### src/rtl/morse_beep_sequencer_pkg.sv
// Shared types and constants for the Morse beep sequencer.
// mark_ticks gives the length of one mark in clk_lc ticks.
package morse_pkg;

  typedef enum logic [1:0] {
    IDLE  = 2'd0,
    MARK  = 2'd1,
    SPACE = 2'd2,
    DONE  = 2'd3
  } state_e;

  localparam int DOT_TICKS_DEF = 4;
  localparam int DASH_MULT_DEF = 3;
  localparam int MAX_LEN_DEF   = 5;

  function automatic int mark_ticks(input logic dash,
                                    input int dot_ticks = DOT_TICKS_DEF,
                                    input int dash_mult = DASH_MULT_DEF);
    return dash ? dot_ticks * dash_mult : dot_ticks;
  endfunction

endpackage

### src/rtl/morse_beep_sequencer_if.sv
// Character request / status bundle between the encoder FSM (master) and the sequencer (slave).
interface morse_beep_sequencer_if #(
  parameter int MAX_LEN = 5,
  parameter int LEN_W   = 3
);
  logic               start;
  logic [LEN_W-1:0]   sym_len;
  logic [MAX_LEN-1:0] sym_bits;
  logic               busy;
  logic               beep_en;
  logic               done;

  modport master (output start, sym_len, sym_bits, input busy, beep_en, done);
  modport slave  (input start, sym_len, sym_bits, output busy, beep_en, done);
endinterface

### src/rtl/morse_beep_sequencer_tick_counter.sv
// Loadable down-counter with zero flag; times both marks and spaces.
// Load value is (ticks - 1) so that a loaded period spans exactly 'ticks' cycles.
module morse_tick_counter #(
  parameter int W = 4
) (
  input  logic         clk_lc,
  input  logic         rst,
  input  logic         load_i,
  input  logic [W-1:0] load_val_i,
  output logic         zero_o
);

  logic [W-1:0] cnt_q, cnt_d;

  always_comb begin
    cnt_d = cnt_q;
    if (load_i)
      cnt_d = load_val_i;
    else if (cnt_q != '0)
      cnt_d = cnt_q - 1'b1;
  end

  always_ff @(posedge clk_lc or posedge rst) begin
    if (rst)
      cnt_q <= '0;
    else
      cnt_q <= cnt_d;
  end

  assign zero_o = (cnt_q == '0);

endmodule

### src/rtl/morse_beep_sequencer.sv
// Plays one latched Morse character as a timed beep_en gate on the tick clock clk_lc.
// All status outputs are registered; start is only honoured in IDLE.
module morse_beep_sequencer
  import morse_pkg::*;
#(
  parameter int DOT_TICKS = DOT_TICKS_DEF,
  parameter int DASH_MULT = DASH_MULT_DEF,
  parameter int MAX_LEN   = MAX_LEN_DEF,
  parameter int LEN_W     = 3,
  parameter int CNT_W     = $clog2(DASH_MULT * DOT_TICKS + 1)
) (
  input  logic                  clk_lc,
  input  logic                  rst,
  morse_beep_sequencer_if.slave bus
);

  state_e             state_q;
  logic [MAX_LEN-1:0] bits_q;
  logic [LEN_W-1:0]   len_q;
  logic [LEN_W-1:0]   idx_q;
  logic               busy_q, beep_en_q, done_q;

  logic [LEN_W-1:0]   len_c;
  logic [LEN_W-1:0]   next_idx;
  logic [MAX_LEN-1:0] bits_shift;
  logic               more_elems;
  logic               cnt_load;
  logic [CNT_W-1:0]   cnt_val;
  logic               cnt_zero;

  assign len_c      = (bus.sym_len > LEN_W'(MAX_LEN)) ? LEN_W'(MAX_LEN) : bus.sym_len;
  assign next_idx   = idx_q + 1'b1;
  assign more_elems = (next_idx < len_q);
  assign bits_shift = bits_q >> next_idx;

  // Counter is reloaded on every entry into MARK or SPACE.
  always_comb begin
    cnt_load = 1'b0;
    cnt_val  = '0;
    case (state_q)
      IDLE: if (bus.start && len_c != '0) begin
        cnt_load = 1'b1;
        cnt_val  = CNT_W'(mark_ticks(bus.sym_bits[0], DOT_TICKS, DASH_MULT) - 1);
      end
      MARK: if (cnt_zero && more_elems) begin
        cnt_load = 1'b1;
        cnt_val  = CNT_W'(DOT_TICKS - 1);
      end
      SPACE: if (cnt_zero) begin
        cnt_load = 1'b1;
        cnt_val  = CNT_W'(mark_ticks(bits_shift[0], DOT_TICKS, DASH_MULT) - 1);
      end
      default: ;
    endcase
  end

  morse_tick_counter #(.W(CNT_W)) u_tick_counter (
    .clk_lc     (clk_lc),
    .rst        (rst),
    .load_i     (cnt_load),
    .load_val_i (cnt_val),
    .zero_o     (cnt_zero)
  );

  always_ff @(posedge clk_lc or posedge rst) begin
    if (rst) begin
      state_q   <= IDLE;
      bits_q    <= '0;
      len_q     <= '0;
      idx_q     <= '0;
      busy_q    <= 1'b0;
      beep_en_q <= 1'b0;
      done_q    <= 1'b0;
    end else begin
      case (state_q)
        IDLE: begin
          done_q <= 1'b0;
          if (bus.start) begin
            bits_q <= bus.sym_bits;
            len_q  <= len_c;
            idx_q  <= '0;
            busy_q <= 1'b1;
            if (len_c == '0) begin
              state_q <= DONE;
              done_q  <= 1'b1;
            end else begin
              state_q   <= MARK;
              beep_en_q <= 1'b1;
            end
          end
        end
        MARK: if (cnt_zero) begin
          beep_en_q <= 1'b0;
          if (more_elems) begin
            state_q <= SPACE;
          end else begin
            state_q <= DONE;
            done_q  <= 1'b1;
          end
        end
        SPACE: if (cnt_zero) begin
          idx_q     <= next_idx;
          state_q   <= MARK;
          beep_en_q <= 1'b1;
        end
        DONE: begin
          done_q  <= 1'b0;
          busy_q  <= 1'b0;
          state_q <= IDLE;
        end
        default: state_q <= IDLE;
      endcase
    end
  end

  assign bus.busy    = busy_q;
  assign bus.beep_en = beep_en_q;
  assign bus.done    = done_q;

endmodule

### src/flat_wrapper.sv
// flat-port wrapper written by rule: the top's interface ports become plain ports
module morse_beep_sequencer_flat import morse_pkg::*;
#(
  parameter int DOT_TICKS = DOT_TICKS_DEF,
  parameter int DASH_MULT = DASH_MULT_DEF,
  parameter int MAX_LEN   = MAX_LEN_DEF,
  parameter int LEN_W     = 3,
  parameter int CNT_W     = $clog2(DASH_MULT * DOT_TICKS + 1)
)
  (clk_lc, rst, bus_start, bus_sym_len, bus_sym_bits, bus_busy, bus_beep_en, bus_done);
  morse_beep_sequencer_if #(.MAX_LEN(MAX_LEN), .LEN_W(LEN_W)) bus_i ();
  input  logic clk_lc;
  input  logic rst;
  input wire logic [$bits(bus_i.start)-1:0] bus_start;
  input wire logic [$bits(bus_i.sym_len)-1:0] bus_sym_len;
  input wire logic [$bits(bus_i.sym_bits)-1:0] bus_sym_bits;
  output wire logic [$bits(bus_i.busy)-1:0] bus_busy;
  output wire logic [$bits(bus_i.beep_en)-1:0] bus_beep_en;
  output wire logic [$bits(bus_i.done)-1:0] bus_done;
  assign bus_i.start = bus_start;
  assign bus_i.sym_len = bus_sym_len;
  assign bus_i.sym_bits = bus_sym_bits;
  assign bus_busy = bus_i.busy;
  assign bus_beep_en = bus_i.beep_en;
  assign bus_done = bus_i.done;
  morse_beep_sequencer #(.DOT_TICKS(DOT_TICKS), .DASH_MULT(DASH_MULT), .MAX_LEN(MAX_LEN), .LEN_W(LEN_W), .CNT_W(CNT_W)) u_core (.clk_lc(clk_lc), .rst(rst), .bus(bus_i));
endmodule
### config.mk
export PLATFORM = sky130hd
export DESIGN_NAME = morse_beep_sequencer_flat
export DESIGN_NICKNAME = d
export VERILOG_FILES = /design/src/rtl/morse_beep_sequencer_pkg.sv /design/src/rtl/morse_beep_sequencer_if.sv /design/src/rtl/morse_beep_sequencer_tick_counter.sv /design/src/rtl/morse_beep_sequencer.sv /design/src/flat_wrapper.sv
export SDC_FILE = /design/constraint.sdc
export NUM_CORES = 1
export LEC_CHECK = 0
export ABC_AREA = 0
export BUFFER_PORTS_ARGS = -buffer_cell sky130_fd_sc_hd__buf_2
export CORE_ASPECT_RATIO = 0.75
export CORE_MARGIN = 2
export CORE_UTILIZATION = 45
export CTS_BUF_LIST = sky130_fd_sc_hd__clkbuf_4 sky130_fd_sc_hd__clkbuf_8
export DETAILED_ROUTE_END_ITERATION = 8
export PLACE_DENSITY = 0.69
export SYNTH_ARGS = -nofsm -noshare
export SYNTH_HDL_FRONTEND = slang
export SYNTH_SLANG_ARGS = --single-unit
### constraint.sdc
create_clock -name clk_lc -period 1.7 [get_ports clk_lc]
set_input_delay 0.17 -clock clk_lc [delete_from_list [all_inputs] [get_ports clk_lc]]
set_output_delay 0.17 -clock clk_lc [all_outputs]
set_load 0.02 [all_outputs]
======== Word-level counts from Yosys, hierarchy flattened ========
Cells that the tools add are included.
word-level totals
  register bits ........................... 20
  output and inout bits ................... 3
  logic and storage cells ................. 75
cells by class
  add/sub/neg operators ................... 4
  $lt $le $gt $ge ......................... 2
  eq/ne operators ......................... 8
  shift operators ......................... 1
  multiplexer cells ....................... 34
  reduce and logical (&&, ||, !) cells .... 18
operators by type and width
  cell                                                                      count
  4-bit 2-to-1 mux                                                          6
  1-bit 2-to-1 mux                                                          13
  4-bit case mux with 3 select lines                                        1
  2-bit 2-to-1 mux                                                          5
  3-bit 2-to-1 mux                                                          3
  1-bit case mux with 3 select lines                                        3
  3-bit AND reduction                                                       3
  3-bit nonzero test                                                        3
  2-bit case mux with 4 select lines                                        1
  4-bit by 2-bit subtractor with 4-bit output (second input constant)       2
  2-bit inequality test (second input constant)                             3
  3-bit case mux with 2 select lines                                        1
  2-bit nonzero test                                                        3
  5-bit AND reduction                                                       1
  5-bit by 3-bit right shift with 1-bit output                              1
  2-bit == test (second input constant)                                     2
  4-bit logical NOT                                                         1
  2-bit by 1-bit inequality test with 1-bit output (second input constant)  2
  2-bit AND reduction                                                       2
  4-bit nonzero test                                                        1
  4-bit by 1-bit subtractor with 4-bit output (second input constant)       1
  3-bit by 1-bit adder with 3-bit output (second input constant)            1
  3-bit > comparator (second input constant)                                1
  3-bit logical NOT                                                         1
  5 further kinds                                                           6

======== Longest topological paths before layout ========
Gate-level depths: netlist of run 1.
  word-level depth ........................ 7
  depth in mapped cells ................... 7
  depth with buffers taken out ............ 7

======== Modules after synthesis ========
Synthesis of run 1 repeated with hierarchy kept, for this count alone.
unflattened totals
  cell total of the unflattened synthesis .. 123
  area total of the unflattened synthesis .. 1233.7 µm²
by module, submodules not included
  module                times used  cells each  area an instance (µm²)
  morse_beep_sequencer  1           100         997.2
  morse_tick_counter    1           23          236.5

======== Worst setup path after synthesis of run 1 ========
No wires, ideal clock.
  path kind ............................... register -> register
  start ................................... reg u_core.idx_q[0]
  end ..................................... reg u_core.u_tick_counter.cnt_q[3]
  library setup time ...................... 0.086 ns
  arrival ................................. 1.775 ns
  data required time ...................... 1.614 ns
  slack ................................... -0.160 ns
  stages on the path, launching flop included .. 8
  cell sequence ........................... dfrtp_1 ha_1 xor2_1 ha_1 a21oi_1 o2111ai_1 o211a_1 a32oi_1
on the way
  word-level cells in the longest chain between the ends .. 7
  elaborated cells between the ends (all ways) .. 12
RTL lines
  element                                       RTL line                                 text
  from (decl)                                   morse_beep_sequencer.sv:20               logic [LEN_W-1:0] idx_q;
  from (signal assigned)                        morse_beep_sequencer.sv:102              idx_q <= next_idx;
  3-bit by 1-bit adder with 3-bit output *      morse_beep_sequencer.sv:32               assign next_idx = idx_q + 1'b1;
  5-bit by 3-bit right shift with 1-bit output  morse_beep_sequencer.sv:34               assign bits_shift = bits_q >> next_idx;
  4-bit 2-to-1 mux                              morse_beep_sequencer_pkg.sv:19           return dash ? dot_ticks * dash_mult : dot_ticks;
  4-bit by 2-bit subtractor with 4-bit output   morse_beep_sequencer.sv:51               cnt_val = CNT_W'(mark_ticks(bits_shift[0], DOT_TICKS, DASH_MULT) - 1);
  4-bit 2-to-1 mux                              morse_beep_sequencer.sv:49               SPACE: if (cnt_zero) begin
  4-bit case mux with 3 select lines            morse_beep_sequencer.sv:40               case (state_q)
  4-bit 2-to-1 mux                              morse_beep_sequencer_tick_counter.sv:17  if (load_i)
  to (signal assigned)                          morse_beep_sequencer_tick_counter.sv:27  cnt_q <= cnt_d;
  to (decl)                                     morse_beep_sequencer_tick_counter.sv:13  logic [W-1:0] cnt_q, cnt_d;
Mark *: on every way between the ends. The rest lies on a longest branch, timed or not.
A chain may end at the register's enable or synchronous reset.

======== Worst setup path after layout of run 1 ========
  start ................................... reg u_core.idx_q[1]
  end ..................................... reg u_core.u_tick_counter.cnt_q[3]
The elaborated chain is that of the path after synthesis.

==> results by stage, run 1 <==
Outcome:
- The run finished, with violations left.
- The final reports fail on setup timing.

Critical path:
- The endpoint of the worst register-to-register path is u_core.u_tick_counter.cnt_q[3].
- The kind of cell with the highest combined delay along the critical path is compound AO/OA/AOI/OAI gates.
- The origin of the critical flop-to-flop path is u_core.idx_q[1].
- The worst setup path is launched from a flip-flop.
- In this run the number of cells on the critical path is 7.
- The data required time of the worst path is around 1900 ps.
- The worst-case register-to-register setup slack is -150 ps.
- The slowest stage of the critical path is the sky130_fd_sc_hd__dfrtp_1 cell.
- The signal on the critical path passes through ha_2, xor2_2, ha_1, a21oi_2, o2111ai_2, o211a_1, a32oi_1.
- The timing startpoint of the critical path is u_core.idx_q[1].
- Data arrives at the worst endpoint at 2080 ps.
- The worst setup path is captured at a flip-flop.
- For the worst flop-to-flop path, the logic depth is 7.
- For this run, the slowest stage of the critical path takes 410 ps.
- The critical path in this run is classified as flip-flop to flip-flop.
- The critical path capture point is u_core.u_tick_counter.cnt_q[3].
- Of all nets on the critical path, the largest fanout is 3.
- Counting both buffers and inverters, the worst setup path holds a total of 0.

Timing:
- The minimum period implied by the final worst setup slack is around 1800 ps.
- The worst pin sits at a relative slew slack of 0.617.
- Setup repair after global routing could not meet its margin everywhere.
- Between clock sinks in the finished design, the worst skew comes to roughly 7.6 ps.
- In the finished design, the share of the clock period the worst path needs comes to 1.09.
- Setup violations remaining at the end of the flow were counted as 5.
- The max-slew violation total from the final report is 0.
- The final critical-path setup slack is -146 ps.
- The achievable frequency is 0.542 GHz.
- For the pin with the worst max-slew slack, the measured transition is between 500 and 600 ps.
- The final hold violation count is 0.

Global route:
- The residual overflow from global routing is 0.
- The via count of the first global-routing pass is 848.
- The routing usage on met1 is 0.249.
- The pin count of the biggest net entering global routing is 21.
- The global-route track usage on met3 is 0.0496.
- The peak-usage layer in the global routing report is met2.
- The global-route wire length before repair is 3770 um.
- The number of antenna violations at the first check in global routing is 0.
- Across every metal layer, demand over resource in global routing totals 0.182.
- For this run, global-route usage on met2 was measured as 0.286.

Routing:
- The first routing iteration left 63 violations.
- Dividing the detail-routed via count by the number of cells gives between 5 and 6.
- The count of vias placed by the detailed router is 923.
- The pre-antenna-repair detailed-routing pass consisted of 4 iterations.
- The wire length reported by the detailed router is ~2500 um.
- The detail route stage leaves a number of antenna-violating nets equal to 0.
- The detail-routed net length per standard cell is ~14 um.
- The number of remaining DRC errors is 0.

CTS:
- The CTS clock-pin slew for the worst setup and hold paths is ~120 ps.
- The clock latency at the later pin of the worst-skew pair is 300 ps.
- The clock sink count is 20.
- Buffers inserted during clock tree synthesis total 3.
- The CTS tree is yes.
- The number of levels the H-tree was split into is 1.
- The root buffer cell is sky130_fd_sc_hd__clkbuf_4.
- In this run the deepest clock path goes through 2 buffers.

Layout:
- The final layout net count is about 160.
- The antenna cell count is 0.
- The fraction of final layout cells sized beyond drive strength 1 is 0.352.
- The layout-stage area growth over the synthesis result is 25.8%.
- Fill cells in the final layout number approximately 200.

Power and ir drop:
- The internal power component is approximately 1.5 mW.
- The final total power is 2.46 mW.
- The leakage power summed over all cells is around 0.67 nW.
- Of the total power, registers draw 0.343.
- The worst-case IR drop observed on VDD is 0.783 mV.
- The part of the total power dissipated in the clock network is 0.159.
- Of the total power, combinational logic draws 0.498.
- Of the total power, the share spent switching nets is 0.391.
- The analysis attributes to net switching a power of a little under 1 mW.
- The power density over the cells is around 1700 nW/um2.

Placed design:
- In this run the tool buffered the top-level ports with 13 buffer cells.
- At the end of routability-driven placement, the weighted congestion stood at 0.780.
- The final HPWL from detailed placement is 1750 um.
- The worst slack after detailed placement is -131 ps.

Yosys:
- For this run, the number of Yosys warnings is 0.
- Counting every instance in the synthesized netlist gives approximately 110.
- The fraction of the yosys area taken by sequential cells is 0.445.
- The synthesized design contains 20 register bits.
- A synthesized cell averages 10.0 um2.
- The net count after synthesis is 128.
- The leading register cell type out of synthesis is sky130_fd_sc_hd__dfrtp_1.
- The synthesized design contains 0 enable-type register cells.
- The distinct cell type count of the synthesized netlist is 39.
- The fraction of registers with async set/reset is 1.00.
- The netlist area before placement is 1120 um2.

Floorplan:
- The I/O pin count is 14.
- The die span in y is approximately 47 um.
- The floorplan step defined a die boundary enclosing between 2000 and 3000 um2.
- The effective utilization at floorplan is 0.483.
- Row generation in the floorplan step produced 15 rows.
- The total area inside the core boundary comes to 2330 um2.
- The die is ~62 um wide.

Flow run:
- The tool flagged a number of max-cap violations equal to 0.

Min path:
- The path type of the worst min-delay path is input pin to flip-flop.
==> worst reg2reg max path, stage by stage, from the launching register on <==
cell and delay [ps]:
sky130_fd_sc_hd__dfrtp_1 410, sky130_fd_sc_hd__ha_2 210, sky130_fd_sc_hd__xor2_2 150, sky130_fd_sc_hd__ha_1 310
sky130_fd_sc_hd__a21oi_2 160, sky130_fd_sc_hd__o2111ai_2 130, sky130_fd_sc_hd__o211a_1 270, sky130_fd_sc_hd__a32oi_1 140
==> cell usage in the layout (no fill, tap or decap), types with 2 or more instances in the layout <==
cell	count
sky130_fd_sc_hd__buf_4	16
sky130_fd_sc_hd__a21o_1	2
sky130_fd_sc_hd__nand2_1	23
sky130_fd_sc_hd__inv_2	2
sky130_fd_sc_hd__xnor2_1	2
sky130_fd_sc_hd__a211oi_1	3
sky130_fd_sc_hd__buf_2	13
sky130_fd_sc_hd__a21oi_1	5
sky130_fd_sc_hd__or3b_4	2
sky130_fd_sc_hd__dfrtp_1	20
sky130_fd_sc_hd__o21ai_1	2
sky130_fd_sc_hd__ha_1	3
sky130_fd_sc_hd__clkbuf_4	3
sky130_fd_sc_hd__inv_1	6
sky130_fd_sc_hd__nor3_1	4
sky130_fd_sc_hd__o21ai_0	6
==> metal layers <==
layer / vias up / part of all wire
li1: 457 / -
met1: 443 / 0.47
met2: 21 / 0.49
met3: 2 / 0.035
met4: 0 / 0.0048
met5: - / 0
==> final cells by class <==
class,count,area (um2),area share
multi-input combinational,80,593,0.419
sequential,20,500,0.354
timing repair buffer,30,195,0.138
tap,34,42.5,0.0301
clock inverter,1,30.0,0.0212
inverter,8,30.0,0.0212
clock buffer,3,22.5,0.0159
==> through the flow <==
step	area [um2]	TNS (ps)	hold WS, ps	std cells	util
6_report	1410	-481	46.8	176	0.608
5_1_grt	1410	-915	31.7	176	0.608
4_1_cts	1360	-442	39.7	171	0.586
3_5_place_dp	1290	-574	214	165	0.555
3_3_place_gp	1290	-178	207	165	0.555
2_1_floorplan	1140	-117	134	112	-
==> Yosys cell counts (2+ instances only) <==
library cell | count | share of area
sky130_fd_sc_hd__o2111ai_1 | 2 | 0.016
sky130_fd_sc_hd__nand2_1 | 23 | 0.077
sky130_fd_sc_hd__dfrtp_1 | 20 | 0.45
sky130_fd_sc_hd__a21oi_1 | 6 | 0.027
sky130_fd_sc_hd__nor3_1 | 4 | 0.018
sky130_fd_sc_hd__xor2_1 | 2 | 0.016
sky130_fd_sc_hd__xnor2_1 | 2 | 0.016
sky130_fd_sc_hd__a21o_1 | 2 | 0.013
sky130_fd_sc_hd__inv_1 | 8 | 0.027
sky130_fd_sc_hd__o21ai_0 | 7 | 0.031
sky130_fd_sc_hd__a211oi_1 | 3 | 0.020
sky130_fd_sc_hd__ha_1 | 5 | 0.056
sky130_fd_sc_hd__buf_6 | 2 | 0.020
==> worst min-delay path by stage <==
stage	endpoint	start	slack (ps)	depth (start not counted)
after global placement	u_core.len_q[1]	rst	210	3
final	u_core.bits_q[3]	bus_sym_bits[3]	50	3
after global routing	u_core.bits_q[2]	bus_sym_bits[2]	30	3
after CTS	u_core.bits_q[2]	bus_sym_bits[2]	40	3
after floorplan	u_core.bits_q[0]	rst	130	1
after detailed placement	u_core.len_q[2]	rst	210	3
==> state kept, by name (all words and copies together), names as in the netlist <==
name	flops
u_core.bus.busy	1
u_core.state_q	2
u_core.bus.beep_en	1
u_core.bus.done	1
u_core.u_tick_counter.cnt_q	4
u_core.bits_q	5
u_core.len_q	3
u_core.idx_q	3
==> repair_timing <==
item / 4_1_cts / 5_1_grt
resized for setup: 2 / 4
buffers inserted: 1 / 5
hold endpoints to repair: 20 / 0
hold buffers: 1 / 0
pin swaps: 2 / 2
setup endpoints to repair: 7 / 7
==> power by group through the flow <==
stage          clock network [mW]  logic [mW]  registers [mW]
3_3_place_gp                    0        1.10           0.828
2_1_floorplan                   0       0.817           0.847
5_1_grt                     0.430        1.35           0.868
4_1_cts                     0.401        1.15           0.831
3_5_place_dp                    0        1.14           0.838
6_report                    0.391        1.22           0.842
==> kinds of logic (layout without fill, tap and decap cells) <==
kind of cell	count (synthesis)	in the layout	share of synthesized area
simple gates	42	42	0.209
compound gates	27	27	0.171
flops	20	20	0.445
buf+inv	12	42	0.0579
fa+ha+maj	5	5	0.0557
xor+xnor	4	4	0.0312
mux	2	2	0.0290
Note: power is estimated with default switching activity, not from simulation.
==> run 2, diff against run 1 <==
--- a/config.mk
+++ b/config.mk
@@ -8,7 +8,6 @@
 export ABC_AREA = 0
 export BUFFER_PORTS_ARGS = -buffer_cell sky130_fd_sc_hd__buf_2
 export CORE_ASPECT_RATIO = 0.75
-export CORE_MARGIN = 2
 export CORE_UTILIZATION = 45
 export CTS_BUF_LIST = sky130_fd_sc_hd__clkbuf_4 sky130_fd_sc_hd__clkbuf_8
 export DETAILED_ROUTE_END_ITERATION = 8
==> run 2 against run 1 <==
  * Clock-buffer cell count stayed put
  * Sequential cell count stayed put
  * Sequential share of layout area is 0.80 points lower
  * Setup slack worse by 140 ps
  * The flow still finishes with violations (setup timing)
  * Wire length is 2.3% higher
  * Via count is 1.1% higher
  * Total power is 5.5% higher
  * Utilization is 1.4 points higher
  * Sequential power is 1% lower
  * Largest power group unchanged
  * Combinational power is 12% higher
==> results by stage, run 2 (synthesis results as in run 1) <==
Outcome:
- The flow ran to the end, but the final reports show violations.
- The final reports fail on setup timing.

Floorplan:
- The core area is around 2300 um2.
- The die covers 2700 um2.
- In this run the count of I/O pins placed on the die edge is 14.
- The die span in x is 59.7 um.
- The number of core rows is 15.
- The die is about 45 um tall.
- The effective utilization at floorplan is 0.483.

Routing:
- The detailed-route vias per instance is between 5 and 6.
- The number of routed nets with antenna violations is 0.
- The number of remaining DRC errors is 0.
- The routed length on met1 is roughly 1200 um.
- In the detailed route, the total length drawn on met2 is 1200 um.
- Signal routing reaches up to met4.
- The first-iteration detailed-routing DRC count is 22.
- The met3 wirelength from detailed routing is between 90 and 100 um.
- The count of TritonRoute iterations in the first routing pass is 4.
- The detail-routed net length per standard cell is roughly 14 um.
- The detailed router placed roughly 930 vias in this run.
- The routed design has ~2500 um of wire.

Flow run:
- The reported max-cap violation count is 0.

Global route:
- Entering global routing, the biggest net connects 21 pins.
- The residual overflow from global routing is 0.
- The global-route wire length before repair is about 4000 um.
- The global routing usage summed across all routing layers is 0.209.
- The number of antenna violations at the first check in global routing came to 0.
- The via count of the first global-routing pass is between 800 and 900.

CTS:
- The number of clock buffers added by TritonCTS is 3.
- The tree built by TritonCTS fans out to 20 sinks.
- CTS built an H-tree with a depth of 1.
- The clock passes through at most 2 buffers.
- For the worst-skew pair, the clock arrives at the later sink with an insertion delay of 310 ps.
- The CTS tree is yes.
- The CTS clock-pin slew for the worst setup and hold paths is 120 ps.
- Clock tree synthesis selected as its root buffer the cell sky130_fd_sc_hd__clkbuf_4.

Timing:
- The worst max-slew margin expressed relative to the limit is 0.612.
- The final total negative setup slack is -1130 ps.
- The final-layout worst hold slack is about 41 ps.
- The final clock period utilization by the worst path is 1.17.
- Setup repair after global routing could not meet its margin everywhere.
- The final hold violation count came to 0.
- The max-slew violation total from the final report is 0.
- The achievable frequency is between 0.5 and 0.6 GHz.
- For the pin with the worst max-slew slack, the measured transition is around 580 ps.
- After layout, the worst setup slack is -287 ps.
- The worst clock skew is between 4 and 5 ps.
- After layout, the minimum clock period comes to a little under 2000 ps.
- Setup violations remaining at the end of the flow were counted as 5.

Placed design:
- The final HPWL from detailed placement is 1740 um.
- Counting tap cells, the placed design contains a total of between 150 and 200 instances.
- The congestion estimate from routability-driven global placement came to a little over 0.8.
- The area after detailed placement is approximately 1300 um2.
- The quantity of I/O buffers inserted on ports is 13.

Layout:
- In the final design database the tool counted between 150 and 200 nets.
- The number of antenna diodes in the final layout is 0.
- Leaving out filler cells and counting taps, the final layout contains 177.
- In the layout the commonest cells are sky130_fd_sc_hd__nand2_1, sky130_fd_sc_hd__dfrtp_1, sky130_fd_sc_hd__buf_4, sky130_fd_sc_hd__buf_2.
- The finished layout cell area is 1450 um2.
- The end-of-flow core utilization is 0.622.
- Of the cells placed in the final design, the portion with a size suffix greater than 1 is 0.392.
- The largest registers in the layout are u_core.bits_q x5, u_core.u_tick_counter.cnt_q x4.
- The leading cell type in the layout, fill and taps excluded is sky130_fd_sc_hd__nand2_1.
- The register with the most flip-flops is u_core.bits_q.
- The register with the most flip-flops in the layout has 5 of them.
- The layout-stage area growth over the synthesis result is 28.7%.

Critical path:
- The worst setup path is launched from a flip-flop.
- Along the worst path, the maximum fanout reaches 3.
- The number of cells on the worst reg-to-reg path is 7.
- The data required time of the worst path is 1940 ps.
- Data on the critical path arrives at its endpoint at 2220 ps.
- The worst setup path is of the flip-flop to flip-flop kind.
- The worst setup path is captured at a flip-flop.

Power and ir drop:
- The leakage power summed over all cells is 0.674 nW.
- The worst voltage drop across the vdd grid is 0.834 mV.
- For this design the ratio of total power to cell area is 1790 nW/um2.

Min path:
- The path type of the worst min-delay path is input pin to flip-flop.
- Counting instances, the worst hold path has a depth of 3.
-- run 2: cell count changes in the layout (fill, tap and decap cells not counted) --
cell / delta
sky130_fd_sc_hd__a211oi_2: +2
sky130_fd_sc_hd__a21oi_1: -1
sky130_fd_sc_hd__a211oi_1: -2
sky130_fd_sc_hd__a32oi_2: +1
sky130_fd_sc_hd__buf_4: +1
sky130_fd_sc_hd__a21oi_2: +1
sky130_fd_sc_hd__o21ai_2: +1
sky130_fd_sc_hd__o21ai_1: -1
sky130_fd_sc_hd__a32oi_1: -1
-- run 2: report_power, final --
part | total (mW) | switching [mW] | leakage (nW) | internal, mW
Clock | 0.396 | 0.157 | 0.0279 | 0.238
Sequential | 0.831 | 0.145 | 0.248 | 0.686
Combinational | 1.37 | 0.720 | 0.398 | 0.645
-- run 2: worst paths after layout --
path | startpoint | slack (ps) | to
max reg2reg | u_core.idx_q[0] | -290 | u_core.u_tick_counter.cnt_q[3]
max in group asynchronous | rst | 1070 | u_core.bus.done
min | bus_sym_bits[3] | 40 | u_core.bits_q[3]
max | u_core.idx_q[0] | -290 | u_core.u_tick_counter.cnt_q[3]
min reg2reg | u_core.bits_q[3] | 500 | u_core.bits_q[3]
min in group asynchronous | rst | 420 | u_core.bits_q[0]
-- run 2: repair_timing --
| item | 4_1_cts | 5_1_grt |
|---|---|---|
| buffers inserted | 3 | 3 |
| hold buffers | 1 | 0 |
| pin swaps | 4 | 9 |
| cloned | 0 | 0 |
| setup endpoints to repair | 7 | 8 |
| hold endpoints to repair | 20 | 0 |
| resized for setup | 5 | 6 |
-- run 2: cell type report --
type / instances / area (um2)
fill: 196 / 881
multi-input combinational: 80 / 618
sequential: 20 / 500
timing repair buffer: 31 / 203
tap: 34 / 42.5
clock inverter: 1 / 30.0
inverter: 8 / 30.0
clock buffer: 3 / 22.5
-- run 2: layer usage --
metal,up-vias,GRT usage
met2,19,0.311
li1,455,-
met1,457,0.309
met5,-,0
met4,0,0.0419
met3,2,0.0516
-- run 2: metrics by stage --
stage                     total power, mW  worst slack [ps]
final                                2.59              -287
after global routing                 2.79              -351
after CTS                            2.48              -197
after floorplan                      1.66             -74.0
after detailed placement             1.99              -156
after global placement               1.94             -65.9
-- run 2: worst max-delay path, cell delays in order (launching register included) --
cell                        delay [ps]
sky130_fd_sc_hd__dfrtp_1           410
sky130_fd_sc_hd__ha_2              210
sky130_fd_sc_hd__xor2_2            160
sky130_fd_sc_hd__ha_1              330
sky130_fd_sc_hd__a21oi_2           190
sky130_fd_sc_hd__o2111ai_2         140
sky130_fd_sc_hd__o211a_1           290
sky130_fd_sc_hd__a32oi_2           180
==> run 3, diff against run 2 <==
--- a/config.mk
+++ b/config.mk
@@ -11,6 +11,7 @@
 export CORE_UTILIZATION = 45
 export CTS_BUF_LIST = sky130_fd_sc_hd__clkbuf_4 sky130_fd_sc_hd__clkbuf_8
 export DETAILED_ROUTE_END_ITERATION = 8
+export GPL_TIMING_DRIVEN = 0
 export PLACE_DENSITY = 0.69
 export SYNTH_ARGS = -nofsm -noshare
 export SYNTH_HDL_FRONTEND = slang
==> run 3 against run 2 <==
  * The run ends with hold timing, setup timing left
  * First-iteration DRC count grew 100%
  * Setup slack better by 160 ps
  * Final cell count decreased by 3.4%
  * Sequential share of layout area up 1.6 points
==> results by stage, run 3 (synthesis results as in run 1) <==
Routing:
- The wire length reported by the detailed router is between 2000 and 2500 um.
- The count of TritonRoute iterations in the first routing pass is 4.
- After the first detailed-routing iteration, the DRC count stood at 45.
- The detailed-route vias per instance is ~5.3.
- Across all layers, the routed design uses between 900 and 1000 vias.
- The detail-routed net length per standard cell is about 14 um.
- The number of remaining DRC errors is 0.
- The number of routed nets with antenna violations is 0.

Critical path:
- At the worst endpoint, the arrival time is ~2100 ps.
- Data on the critical path is required at its endpoint by a little under 2000 ps.
- In this run the worst path has a maximum fanout of 3.
- The category of the most critical setup path is flip-flop to flip-flop.
- The number of cells on the worst reg-to-reg path is 7.
- The kind of end point of the critical path is a flip-flop.
- STA classifies the critical path startpoint as a flip-flop.

Layout:
- Once layout is done, the placed cells without fillers occupy between 1000 and 1500 um2.
- The register with the most flip-flops is u_core.bits_q.
- The largest registers in the layout are u_core.bits_q x5, u_core.u_tick_counter.cnt_q x4.
- The leading cell type in the layout, fill and taps excluded is sky130_fd_sc_hd__nand2_1.
- The fraction of final layout cells sized beyond drive strength 1 is 0.343.
- The library cells used most frequently in the layout, excluding fill and tap cells, are sky130_fd_sc_hd__nand2_1, sky130_fd_sc_hd__dfrtp_1, sky130_fd_sc_hd__buf_2, sky130_fd_sc_hd__buf_4.
- The number of flip-flops under the largest register name is 5.
- The number of antenna diodes in the final layout is 0.
- The final layout net count is between 150 and 200.
- The layout-stage area growth over the synthesis result is 23.3%.

Timing:
- The max-slew violation total from the final report was 0.
- Final hold analysis gives a worst-case slack of -25.7 ps.
- The final hold violation count is 20.
- Once routing completed, OpenROAD measured the worst setup slack at -126 ps.
- Setup repair after global routing could not meet its margin everywhere.
- The worst clock skew is about 5.4 ps.
- The setup violation total in the final timing report is 6.
- The achievable frequency is roughly 0.55 GHz.
- The final clock period utilization by the worst path is 1.07.
- The transition time of the tightest slew-check pin is 767 ps.
- Subtracting the final worst setup slack from the clock period gives approximately 1800 ps.
- The worst max-slew margin expressed relative to the limit is 0.488.

CTS:
- The number of buffers created by CTS is 3.
- Clock tree synthesis selected as its root buffer the cell sky130_fd_sc_hd__clkbuf_4.
- TritonCTS built the clock tree.
- The count of hold buffers inserted by post-cts repair is 0.
- CTS built an H-tree with a depth of 1.
- The CTS clock-pin slew for the worst setup and hold paths is about 110 ps.
- The clock drives 20 sinks.
- The maximum number of buffers from clock root to sink is 2.
- At the later pin of the worst-skew pair, clock insertion delay measures ~310 ps.

Placed design:
- Once placement finished, the instance area stood at about 1300 um2.
- Routability-driven placement finished with a final weighted congestion of around 0.77.
- The worst slack after detailed placement is -282 ps.
- The quantity of I/O buffers inserted on ports is 13.
- After legalization and detailed placement, the total HPWL measured 1660 um.

Global route:
- In the global route stage, overall resource usage came out at 0.192.
- The number of antenna violations at the first check in global routing came to 0.
- Summed over all layers, the global routing overflow is 0.
- The via count of the first global-routing pass is around 790.
- Entering global routing, the biggest net connects 21 pins.
- The first global-routing pass estimated approximately 3700 um of wire.

Floorplan:
- After floorplanning, the core was divided into 15 placement rows.
- For this configuration, the core starts out at a cell density of 0.483.
- The die is a little under 60 um wide.
- The floorplan step set the die height to 45.3 um.
- The floorplan step defined a die boundary enclosing 2700 um2.
- The region available for standard cell placement spans 2330 um2.
- 14 I/O pins were placed.

Power and ir drop:
- The switching portion of total power is 0.403.
- The power spent charging and discharging nets is a little over 0.9 mW.
- The final total power is 2.30 mW.
- The share of total power dissipated in the clock network is 0.122.
- In this run the power density over the cells is between 1500 and 2000 nW/um2.
- The internal power component is ~1.4 mW.
- Of the total power, registers draw 0.357.
- Across the VDD grid, the largest voltage drop is between 0.7 and 0.8 mV.
- The leakage power summed over all cells is 0.633 nW.
- The share of total power dissipated in combinational logic is 0.521.

Flow run:
- The reported max-cap violation count is 0.

Outcome:
- The final reports fail on hold timing, setup timing.
- The flow ran to the end, but the final reports show violations.

Min path:
- The path type of the worst min-delay path is input pin to async pin.
-- run 3: final timing paths --
| path | startpoint | slack [ps] | to |
|---|---|---|---|
| worst max-delay path | u_core.idx_q[1] | -130 | u_core.u_tick_counter.cnt_q[3] |
| max in group asynchronous | rst | 1190 | u_core.idx_q[0] |
| worst min register to register | u_core.bits_q[3] | 490 | u_core.bits_q[3] |
| worst max register to register | u_core.idx_q[1] | -130 | u_core.u_tick_counter.cnt_q[3] |
| worst min-delay path | rst | -30 | u_core.u_tick_counter.cnt_q[2] |
| min in group clk_lc | bus_sym_bits[3] | 40 | u_core.bits_q[3] |
-- run 3: stage by stage --
stage,hold slack [ps],cells,TNS (ps),utilization
after floorplan,134,112,-117,-
after CTS,11.5,167,-522,0.571
after global routing,18.6,171,-749,0.595
after detailed placement,358,159,-1200,0.538
after global placement,339,159,-919,0.538
final,-25.7,171,-329,0.595
-- run 3: repair_timing --
item / in CTS / in global routing
buffers inserted: 4 / 4
pin swaps: 2 / 3
gates resized for setup: 3 / 5
setup endpoints to repair: 6 / 8
-- run 3: metal layers --
metal | wire length (um) | global-route usage | up-vias
met4 | 22 | 0.0558 | 0
met3 | 78 | 0.0602 | 4
li1 | - | - | 444
met2 | 1100 | 0.296 | 13
met1 | 1120 | 0.261 | 447
met5 | 0 | 0 | -
-- run 3: worst max-delay path, cell delays in order, from the launching register on --
cell and delay (ps):
sky130_fd_sc_hd__dfrtp_1 430, sky130_fd_sc_hd__ha_4 200, sky130_fd_sc_hd__xor2_4 180, sky130_fd_sc_hd__ha_4 230, sky130_fd_sc_hd__a21oi_2 150, sky130_fd_sc_hd__o2111ai_2 120
sky130_fd_sc_hd__o211a_1 290, sky130_fd_sc_hd__a32oi_1 160
-- run 3: layout make-up --
cell class	count	area, um2
plain buffers	4	35.0
multi-input cells	80	614
fillers	234	942
well taps	34	42.5
flip-flops and latches	20	502
clock buffers	4	36.3
inverters	8	30.0
repair buffers	21	125
-- run 3: power by group through the flow --
stage | Combinational, mW | Clock, mW | Sequential (mW)
finish | 1.20 | 0.282 | 0.822
global placement | 1.03 | 0 | 0.826
floorplan | 0.817 | 0 | 0.847
CTS | 1.13 | 0.291 | 0.819
global route | 1.33 | 0.315 | 0.843
detailed placement | 1.08 | 0 | 0.833
